### config.mk
export PLATFORM = sky130hd
export DESIGN_NAME = uart_rx_cmd_ctrl
export DESIGN_NICKNAME = d
export VERILOG_FILES = /design/src/rtl/uart_rx_cmd_ctrl.sv
export SDC_FILE = /design/constraint.sdc
export NUM_CORES = 1
export LEC_CHECK = 0
export BUFFER_PORTS_ARGS = -buffer_cell sky130_fd_sc_hd__buf_2
export CORE_UTILIZATION = 40
export DETAILED_ROUTE_END_ITERATION = 10
export PLACE_DENSITY = 0.58
export SLEW_MARGIN = 25
export SYNTH_ARGS = -nofsm -noshare
export SYNTH_HDL_FRONTEND = slang
export SYNTH_SLANG_ARGS = --single-unit
### constraint.sdc
create_clock -name clk -period 2.15 [get_ports clk]
set_clock_uncertainty 0.15 [all_clocks]
set_input_delay 0.43 -clock clk [delete_from_list [all_inputs] [get_ports clk]]
set_output_delay 0.43 -clock clk [all_outputs]
set_load 0.02 [all_outputs]
### src/rtl/uart_rx_cmd_ctrl.sv
// Frame parser for the 5-byte UART register-write protocol: SYNC, ADDR, DATA_LO, DATA_HI, CSUM.
// Validated commands are held on a valid/ready port; errors are reported as one-cycle pulses.
module uart_rx_cmd_ctrl #(
    parameter int          FREQ         = 50_000_000,
    parameter int          RATE         = 2_000_000,
    parameter logic [7:0]  SYNC_BYTE    = 8'hA5,
    parameter int          TIMEOUT_BITS = 20
) (
    input  logic        clk,
    input  logic        rst_n,
    input  logic [7:0]  i_data,
    input  logic        i_vld,
    output logic [7:0]  o_cmd_addr,
    output logic [15:0] o_cmd_data,
    output logic        o_cmd_vld,
    input  logic        i_cmd_rdy,
    output logic        o_busy,
    output logic        o_csum_err,
    output logic        o_tout_err,
    output logic        o_ovf
);

    localparam int BIT_CYC  = FREQ / RATE;
    localparam int TOUT_CYC = BIT_CYC * TIMEOUT_BITS;
    localparam int CW       = $clog2(TOUT_CYC + 1);
    localparam logic [CW-1:0] TOUT_LAST = CW'(TOUT_CYC - 1);

    typedef enum logic [2:0] {
        IDLE = 3'd0,
        ADDR = 3'd1,
        DLO  = 3'd2,
        DHI  = 3'd3,
        CSUM = 3'd4
    } state_t;

    state_t        state;
    logic [7:0]    addr_sh;
    logic [7:0]    dlo_sh;
    logic [7:0]    dhi_sh;
    logic [CW-1:0] tout_cnt;
    logic          csum_ok;
    logic          out_free;

    // Command port: o_cmd_addr/o_cmd_data hold steady while o_cmd_vld is high; the
    // command transfers on a posedge with o_cmd_vld && i_cmd_rdy, and a new command
    // may load in that same cycle so o_cmd_vld stays high back-to-back.
    assign csum_ok  = (i_data == (addr_sh ^ dlo_sh ^ dhi_sh));
    assign out_free = !o_cmd_vld || i_cmd_rdy;
    assign o_busy   = (state != IDLE);

    always_ff @(posedge clk or negedge rst_n) begin
        if (!rst_n) begin
            state      <= IDLE;
            addr_sh    <= 8'h00;
            dlo_sh     <= 8'h00;
            dhi_sh     <= 8'h00;
            tout_cnt   <= '0;
            o_cmd_addr <= 8'h00;
            o_cmd_data <= 16'h0000;
            o_cmd_vld  <= 1'b0;
            o_csum_err <= 1'b0;
            o_tout_err <= 1'b0;
            o_ovf      <= 1'b0;
        end else begin
            o_csum_err <= 1'b0;
            o_tout_err <= 1'b0;
            o_ovf      <= 1'b0;
            if (o_cmd_vld && i_cmd_rdy) begin
                o_cmd_vld <= 1'b0;
            end

            if (state == IDLE) begin
                tout_cnt <= '0;
                if (i_vld && (i_data == SYNC_BYTE)) begin
                    state <= ADDR;
                end
            end else if (i_vld) begin
                // A byte on the limit cycle still counts, so i_vld is tested before the timeout.
                tout_cnt <= '0;
                case (state)
                    ADDR: begin
                        addr_sh <= i_data;
                        state   <= DLO;
                    end
                    DLO: begin
                        dlo_sh <= i_data;
                        state  <= DHI;
                    end
                    DHI: begin
                        dhi_sh <= i_data;
                        state  <= CSUM;
                    end
                    CSUM: begin
                        state <= IDLE;
                        if (!csum_ok) begin
                            o_csum_err <= 1'b1;
                        end else if (out_free) begin
                            o_cmd_addr <= addr_sh;
                            o_cmd_data <= {dhi_sh, dlo_sh};
                            o_cmd_vld  <= 1'b1;
                        end else begin
                            o_ovf <= 1'b1;
                        end
                    end
                    default: state <= IDLE;
                endcase
            end else if (tout_cnt == TOUT_LAST) begin
                state      <= IDLE;
                tout_cnt   <= '0;
                o_tout_err <= 1'b1;
            end else begin
                tout_cnt <= tout_cnt + 1'b1;
            end
        end
    end

endmodule
### Word-level counts from Yosys, hierarchy flattened

Index checks and enable logic that the tools add are counted.

| cells by class | value |
|---|---|
| muxes and demuxes | 26 |
| bitwise gates (word level) | 3 |
| equality and inequality tests | 8 |
| add/sub/neg operators | 1 |
| reduce and logical (&&, ||, !) cells | 12 |

Operator list:

| cell | number |
|---|---|
| 9-bit two-way mux | 3 |
| 1-bit two-way mux | 18 |
| 8-bit XOR | 2 |
| 3-bit two-way mux | 4 |
| 9-bit by 1-bit adder with 9-bit output (second input constant) | 1 |
| 9-bit equality test (second input constant) | 1 |
| 3-bit case mux with 3 select lines | 1 |
| 3-bit AND reduction | 3 |
| 8-bit equality test | 1 |
| 8-bit equality test (second input constant) | 1 |
| 3-bit by 2-bit equality test with 1-bit output (second input constant) | 2 |
| 3-bit nonzero test | 2 |
| 5-bit AND reduction | 1 |
| 3-bit by 1-bit equality test with 1-bit output (second input constant) | 1 |
| 3-bit equality test (second input constant) | 1 |
| 3-bit zero test | 1 |
| 1-bit logical AND | 2 |
| 2-bit by 1-bit inequality test with 1-bit output (second input constant) | 1 |
| 2-bit AND reduction | 1 |
| 1-bit zero test | 1 |
| 1-bit logical OR | 1 |
| 1-bit inverter | 1 |

| storage, ports and cells | value |
|---|---|
| word-level logic and storage cells | 61 |
| input bits | 12 |
| register bits after elaboration | 64 |
| output and inout bits | 29 |

### Logic depth before layout (Yosys ltp)

Gate-level depths: netlist of run 1.

| depth | value |
|---|---|
| depth in word-level cells | 7 |
| mapped depth | 6 |
| depth with buffers taken out | 6 |

### Least setup slack after synthesis of run 1

No wires, ideal clock.

| path | value |
|---|---|
| path type | input -> register |
| start point | input port i_data[2] |
| end point | register o_cmd_addr[0] |
| data required time | 1.875 ns |
| stages on the path | 6 |
| arrival time | 1.880 ns |
| path buffers | 1 |
| setup time | 0.125 ns |
| slack | -0.005 ns |
| path through | xor2_1 -> xnor2_1 -> nor4_1 -> nand4_2 -> buf_6 -> mux2_4 |

| on the way | value |
|---|---|
| cells in the longest elaborated chain, start to end | 2 |

RTL lines:

| what | line | RTL |
|---|---|---|
| start, declared | 11 | `input logic [7:0] i_data,` |
| 8-bit equality test | 47 | `assign csum_ok = (i_data == (addr_sh ^ dlo_sh ^ dhi_sh));` |
| 5-bit AND reduction (no line) | - |  |
| end signal, assigned | 98 | `o_cmd_addr <= addr_sh;` |
| end, declared | 13 | `output logic [7:0] o_cmd_addr,` |

Every way passes these cells.
A chain may end at the register's enable or synchronous reset.

### Worst setup path in the final report of run 1

| path | value |
|---|---|
| start point | register dhi_sh[7] |
| end point | register o_cmd_data[14] |

| on the way | value |
|---|---|
| cells in the longest elaborated chain, start to end | 3 |

RTL lines:

| what | line | RTL |
|---|---|---|
| start, declared | 39 | `logic [7:0] dhi_sh;` |
| start signal, assigned | 90 | `dhi_sh <= i_data;` |
| 8-bit XOR | 47 |  |
| 8-bit equality test | 47 |  |
| 5-bit AND reduction (no line) | - |  |
| end signal, assigned | 99 | `o_cmd_data <= {dhi_sh, dlo_sh};` |
| end, declared | 14 | `output logic [15:0] o_cmd_data,` |

Every way passes these cells.

==> results.sh, run 1 <==
export IMPL_diodes=0
export IMPL_p_leak_nw=1.77
export IMPL_ys_async_sr_fraction_pct=100
export IMPL_relSlewSlack_pct=67.2
export IMPL_synthesis_area_mm2=0.00281
export IMPL_path_clk_slew_ns=0.07
export IMPL_synth_most_common_cell="dfrtp_1"
export IMPL_dr_first_iter_drc_count=46
export IMPL_hold_path_class="in2reg"
export IMPL_grt_max_degree=65
export IMPL_drc=0
export IMPL_crit_fanout=19
export IMPL_insertion_delay_ns=0.33
export IMPL_vias=1699
export IMPL_outcome="completed"
export IMPL_report_final_slew_viol_count=0
export IMPL_vias_per_cell=4.59
export IMPL_crit_arrival_ns=2.18
export IMPL_ys_flop_type="dfrtp_1"
export IMPL_regArea_mm2=0.00160
export IMPL_synth_area_leaders="dfrtp_1 (57%), mux2_2 (11%), mux2_4 (11%)"
export IMPL_tightest_slew_ns=0.488
export IMPL_dieHeight_um=85.8
export IMPL_powerDensity_mw_per_mm2=1190
export IMPL_cts_root_buffer="clkbuf_8"
export IMPL_worstSetupStartpointType="flop"
export IMPL_timing_hold_violations_final=0
export IMPL_cp_end_kind="flop"
export IMPL_critPathKind="reg2reg"
export IMPL_final_nets=282
export IMPL_numCtsBuffers=9
export IMPL_wl_per_cell_um=14.3
export IMPL_fin_tns_setup_ns=0
export IMPL_min_period_ns=2.11
export IMPL_port_buffer_count=40
export IMPL_cts_tree="built"
export IMPL_cts_sinks=64
export IMPL_cts_buffer_depth=2
export IMPL_grt_use_total_pct=15.6
export IMPL_initial_core_util_pct=41.4
export IMPL_yosys_area_top_type_share_pct=57.0
export IMPL_grt_antenna_before_repair=0
export IMPL_n_fill_cell=604
export IMPL_ys_seq_elements=64
export IMPL_routed_wirelength_um=5290
export IMPL_yosysWarnings=0
export IMPL_ir_drop_mv=0.391
export IMPL_avgSynthCellArea_um2=14.0
export IMPL_gp_congestion=0.705
export IMPL_firstDrtPassIters=2
export IMPL_grt_pass1_vias=1661
export IMPL_die_width_um=85.8
export IMPL_power_mw=4.22
export IMPL_coreArea_mm2=0.00679
export IMPL_syn_nets=214
export IMPL_io_pins=41
export IMPL_dp_hpwl_um=3580
export IMPL_yosysSeqAreaShare_pct=57.0
export IMPL_synth_edff_count=0
export IMPL_postSynthCellCount=201
export IMPL_h_tree_depth=3
export IMPL_drive_gt1_share_pct=47.1
export IMPL_dpl_cell_count=349
export IMPL_cap_violations=0
export IMPL_fin_crit_sh_pct=98.1
export IMPL_rows=30
export IMPL_worstPathRequired_ns=2.22
export IMPL_finalSetupViolCount=0
export IMPL_areaGrowthSynthToFinish_pct=25.8
export IMPL_dieArea_mm2=0.00737
export IMPL_rsz0062_at_grt="true"
export IMPL_synth_top_cell_by_area="dfrtp_1"
export IMPL_netlist_top_cells_count="dfrtp_1 (64), mux2_2 (28), mux2_4 (20), xnor2_1 (19), nor2_1 (14)"
export IMPL_ant_nets=0
export IMPL_final_cells=370
export IMPL_grt_ovfl_total=0
export IMPL_grt_pass1_wl_um=8540
export IMPL_synth_cell_type_count=29
export IMPL_fin_util_pct=52.1
export IMPL_max_freq_mhz=474
export IMPL_multi_input_area_mm2=0.00118
export IMPL_whs_ns=0.180
## power by group
| part | internal [mW] | leakage, nW | switching [mW] |
|---|---|---|---|
| sequential | 1.49 | 0.841 | 0.283 |
| clock | 0.654 | 0.110 | 0.481 |
| combinational | 0.742 | 0.821 | 0.578 |
| total | 2.88 | 1.77 | 1.34 |
## final cells by class
cell class,count,area share (%)
flip-flops and latches,64,45.3
multi-input cells,129,33.5
repair buffers,63,11.4
clock buffers,9,3.50
well taps,96,3.40
clock inverters,7,2.69
inverters,2,0.212
## final timing paths
kind,start,end,slack [ns],depth (start not counted)
setup / recovery,dhi_sh[7],o_cmd_data[14],0.04,7
hold / removal,i_vld,o_tout_err,0.18,2
setup reg to reg,dhi_sh[7],o_cmd_data[14],0.04,7
hold reg to reg,tout_cnt[0],tout_cnt[0],0.34,1
max in group asynchronous,rst_n,addr_sh[2],1.05,3
min in group asynchronous,rst_n,o_ovf,0.50,3
## state kept, by name, summed over array words and instances, names as in the netlist, 3 cells and up
signal      flops
dlo_sh          8
o_cmd_data     16
state           3
dhi_sh          8
tout_cnt        9
o_cmd_addr      8
addr_sh         8
## routing by layer
metal,track usage (%),part of all wire [%],routed length [um],vias to the layer above
met5,0,0,0,-
met4,7.73,1.6,85,0
met3,3.46,2.8,146,9
met2,22.2,45,2400,31
met1,22.4,50,2660,830
li1,-,-,-,829
## critical path: stages (launching register included)
cell	delay [ns]
dfrtp_1	0.41
xor2_1	0.18
xnor2_1	0.14
nor4_1	0.27
buf_4	0.17
nand4_4	0.13
buf_12	0.22
mux2_4	0.30
## what timing repair did
item                                    4_1_cts  5_1_grt
endpoints found under the setup margin       24       25
hold endpoints to repair                     64        0
setup buffers                                 2        2
hold buffers                                  1        0
gates resized for setup                       0        3
pin swaps                                     1        0
## per-stage QoR
stage          setup slack, ns  cell area (um2)
3_3_place_gp            -0.150             3260
4_1_cts                 0.0153             3500
3_5_place_dp            -0.186             3260
5_1_grt                -0.0957             3540
6_report                0.0403             3540
2_1_floorplan         0.000988             2820
## cells in the final DEF (no fill, tap or decap), types with 2 or more instances in the layout
| master | Yosys | final |
|---|---|---|
| dfrtp_1 | 64 | 64 |
| buf_2 | 0 | 40 |
| mux2_2 | 28 | 28 |
| mux2_4 | 20 | 20 |
| xnor2_1 | 19 | 19 |
| buf_4 | 0 | 19 |
| nor2_1 | 14 | 14 |
| xor2_1 | 13 | 13 |
| clkbuf_8 | 0 | 9 |
| nand2_1 | 8 | 8 |
| nand3_1 | 4 | 4 |
| inv_1 | 2 | 2 |
| nand4_1 | 2 | 2 |
| nor3_1 | 3 | 2 |
| a21oi_1 | 2 | 2 |
| clkinv_2 | 0 | 2 |
| bufinv_16 | 0 | 2 |
| buf_12 | 0 | 2 |
## kinds of logic (layout without fill, tap and decap cells)
kind of cell | Yosys count | after routing | synth area share, %
AOI/OAI and AO/OA | 6 | 6 | 1.42
xor gates and xnor gates | 32 | 32 | 9.97
adders and majority gates | 1 | 1 | 0.445
buffers and inverters | 8 | 81 | 1.60
DFF | 64 | 64 | 57.0
muxes | 48 | 48 | 21.9
and+or+nand+nor | 42 | 42 | 7.70
(Power assumes the default switching activity.)
==> run 2: changes to the inputs <==
- CTS_CLUSTER_SIZE: default -> 30
- SETUP_SLACK_MARGIN: default -> 0.05
==> run 2 against run 1 <==
Effect of this change:
- via count is 0.18% lower
- die area stayed put
- highest routed layer unchanged
- clock power is 17% lower
- critical path type unchanged
- flip-flop and latch count stayed put
- largest power group unchanged
- fmax is 0.36% higher
- power is 5.6% lower
- sequential share of layout area is 0.67 points higher
==> results.sh, run 2 (synthesis results as in run 1) <==
export IMPL_dp_hpwl_um=3740
export IMPL_rsz0062_at_grt="true"
export IMPL_grt_ovfl_total=0
export IMPL_worstSetupStartpointType="flop"
export IMPL_grt_antenna_before_repair=0
export IMPL_hold_path_class="in2reg"
export IMPL_reg2reg_depth=7
export IMPL_die_width_um=85.8
export IMPL_hp_start="i_vld"
export IMPL_timing_hold_violations_final=0
export IMPL_insertion_delay_ns=0.34
export IMPL_routed_wirelength_um=5220
export IMPL_largest_register="o_cmd_data"
export IMPL_grt_use_total_pct=15.7
export IMPL_wl_per_cell_um=14.1
export IMPL_whs_ns=0.154
export IMPL_r2r_start="dhi_sh[4]"
export IMPL_max_freq_mhz=476
export IMPL_path_clk_slew_ns=0.07
export IMPL_cp_slowest_cell="dfrtp_1"
export IMPL_drive_gt1_share_pct=47.3
export IMPL_drc=0
export IMPL_initial_core_util_pct=41.4
export IMPL_port_buffer_count=40
export IMPL_fin_tns_setup_ns=0
export IMPL_min_to="o_tout_err"
export IMPL_ir_drop_mv=0.366
export IMPL_cp_top_family="flip-flops"
export IMPL_mostFrequentLayoutCell="dfrtp_1"
export IMPL_io_pins=41
export IMPL_powerDensity_mw_per_mm2=1140
export IMPL_worstPathRequired_ns=2.22
export IMPL_final_cell_mix="dfrtp_1 (64), buf_2 (40), mux2_2 (28)"
export IMPL_pre_cts_ws_ns=-0.0826
export IMPL_cts_sinks=64
export IMPL_rows=30
export IMPL_ant_nets=0
export IMPL_largest_reg_flops=16
export IMPL_outcome="completed"
export IMPL_hold_path_depth=2
export IMPL_power_frac_comb_pct=32.2
export IMPL_fin_crit_sh_pct=97.8
export IMPL_areaGrowthSynthToFinish_pct=24.0
export IMPL_n_fill_cell=630
export IMPL_coreArea_mm2=0.00679
export IMPL_cp_end_kind="flop"
export IMPL_h_tree_depth=3
export IMPL_crit_arrival_ns=2.17
export IMPL_report_final_slew_viol_count=0
export IMPL_tightest_slew_ns=0.448
export IMPL_final_nets=281
export IMPL_crit_buf_inv=2
export IMPL_firstDrtPassIters=4
export IMPL_p_switching_mw=1.26
export IMPL_critPathKind="reg2reg"
export IMPL_crit_fanout=24
export IMPL_r2r_end="o_cmd_data[6]"
export IMPL_vias=1696
export IMPL_finalSetupViolCount=0
export IMPL_dieArea_mm2=0.00737
export IMPL_grt_pass1_vias=1727
export IMPL_dr_first_iter_drc_count=43
export IMPL_grt_pass1_wl_um=8590
export IMPL_p_leak_nw=1.78
export IMPL_cap_violations=0
export IMPL_cts_tree="built"
export IMPL_numCtsBuffers=9
export IMPL_min_period_ns=2.10
export IMPL_fin_ws_ns=0.0478
export IMPL_cts_buffer_depth=2
export IMPL_p_int_mw=2.73
export IMPL_r2r_setup_slack_ns=0.05
export IMPL_relSlewSlack_pct=70.1
export IMPL_gp_congestion=0.711
export IMPL_path_cells="xnor2_2, xnor2_1, nor4_2, buf_4, nand4_2, buf_12, mux2_4"
export IMPL_clockPowerShare_pct=23.7
export IMPL_cpPeakStageDelay_ns=0.43
export IMPL_grt_max_degree=35
export IMPL_vias_per_cell=4.60
export IMPL_cts_root_buffer="clkbuf_8"
export IMPL_diodes=0
export IMPL_p_seq_share_pct=44.1
export IMPL_largestRegisters="o_cmd_data (16), tout_cnt (9)"
export IMPL_dieHeight_um=85.8
export IMPL_sw_frac_of_total_pct=31.6
[run 2: cell types whose count changed in the layout (fill, tap and decap cells not counted), sizes merged]
cell and delta:
buf -1, bufinv -2, inv -1, clkbuf +4
clkinvlp -1
[run 2: worst max-delay path by stage]
stage,start,to,slack (ns),cells after the start
after floorplan,i_data[7],o_cmd_addr[0],0.09,6
after global placement,i_data[7],o_cmd_data[5],-0.07,7
after detailed placement,i_data[7],o_cmd_data[5],-0.08,7
after CTS,dhi_sh[4],o_cmd_data[5],0.04,7
after global routing,dhi_sh[4],o_cmd_data[6],-0.04,7
final,dhi_sh[4],o_cmd_data[6],0.05,7
[run 2: metrics by stage]
step           instance area [um2]  instances  utilization [%]  power (mW)
3_5_place_dp                  3270        351             48.1        3.04
6_report                      3490        369             51.3        3.99
2_1_floorplan                 2820        201                -        2.65
4_1_cts                       3480        369             51.2        4.03
5_1_grt                       3490        369             51.3        4.24
3_3_place_gp                  3270        351             48.1        3.01
[run 2: final cells by class]
type                    instances  area, um2  area share [%]
repair buffers                 62        380            10.9
inverters                       2       7.51           0.215
well taps                      96        120            3.45
clock buffers                  13        169            4.85
flip-flops and latches         64       1600            45.9
clock inverters                 3       15.0           0.431
multi-input cells             129       1190            34.2
[run 2: power groups by stage]
stage	registers (mW)	logic, mW	clock network (mW)
global route	1.81	1.42	1.02
global placement	1.77	1.24	0
finish	1.76	1.29	0.944
CTS	1.76	1.30	0.978
floorplan	1.71	0.943	0
detailed placement	1.78	1.26	0
[run 2: worst register-to-register path: cells and delay by family, from the launching register on]
kind | cells | cell delay (ns)
XOR/XNOR | 2 | 0.31
buffers and inverters | 2 | 0.38
flip-flops | 1 | 0.43
multiplexers | 1 | 0.33
AND/OR/NAND/NOR | 2 | 0.39
[run 2: layer usage]
metal | up-vias | global-route usage (%) | share of wire, %
met5 | - | 0 | 0
met4 | 0 | 7.73 | 1.4
met3 | 6 | 4.52 | 3.1
met2 | 26 | 24.7 | 48
met1 | 837 | 19.8 | 47
li1 | 827 | - | -
[run 2: timing repair]
item                                    4_1_cts  5_1_grt
hold endpoints to repair                     43        0
pin swaps                                     1        2
endpoints found under the setup margin       22       24
hold buffers                                  1        0
resized for setup                             1        1
buffers inserted                              1        0
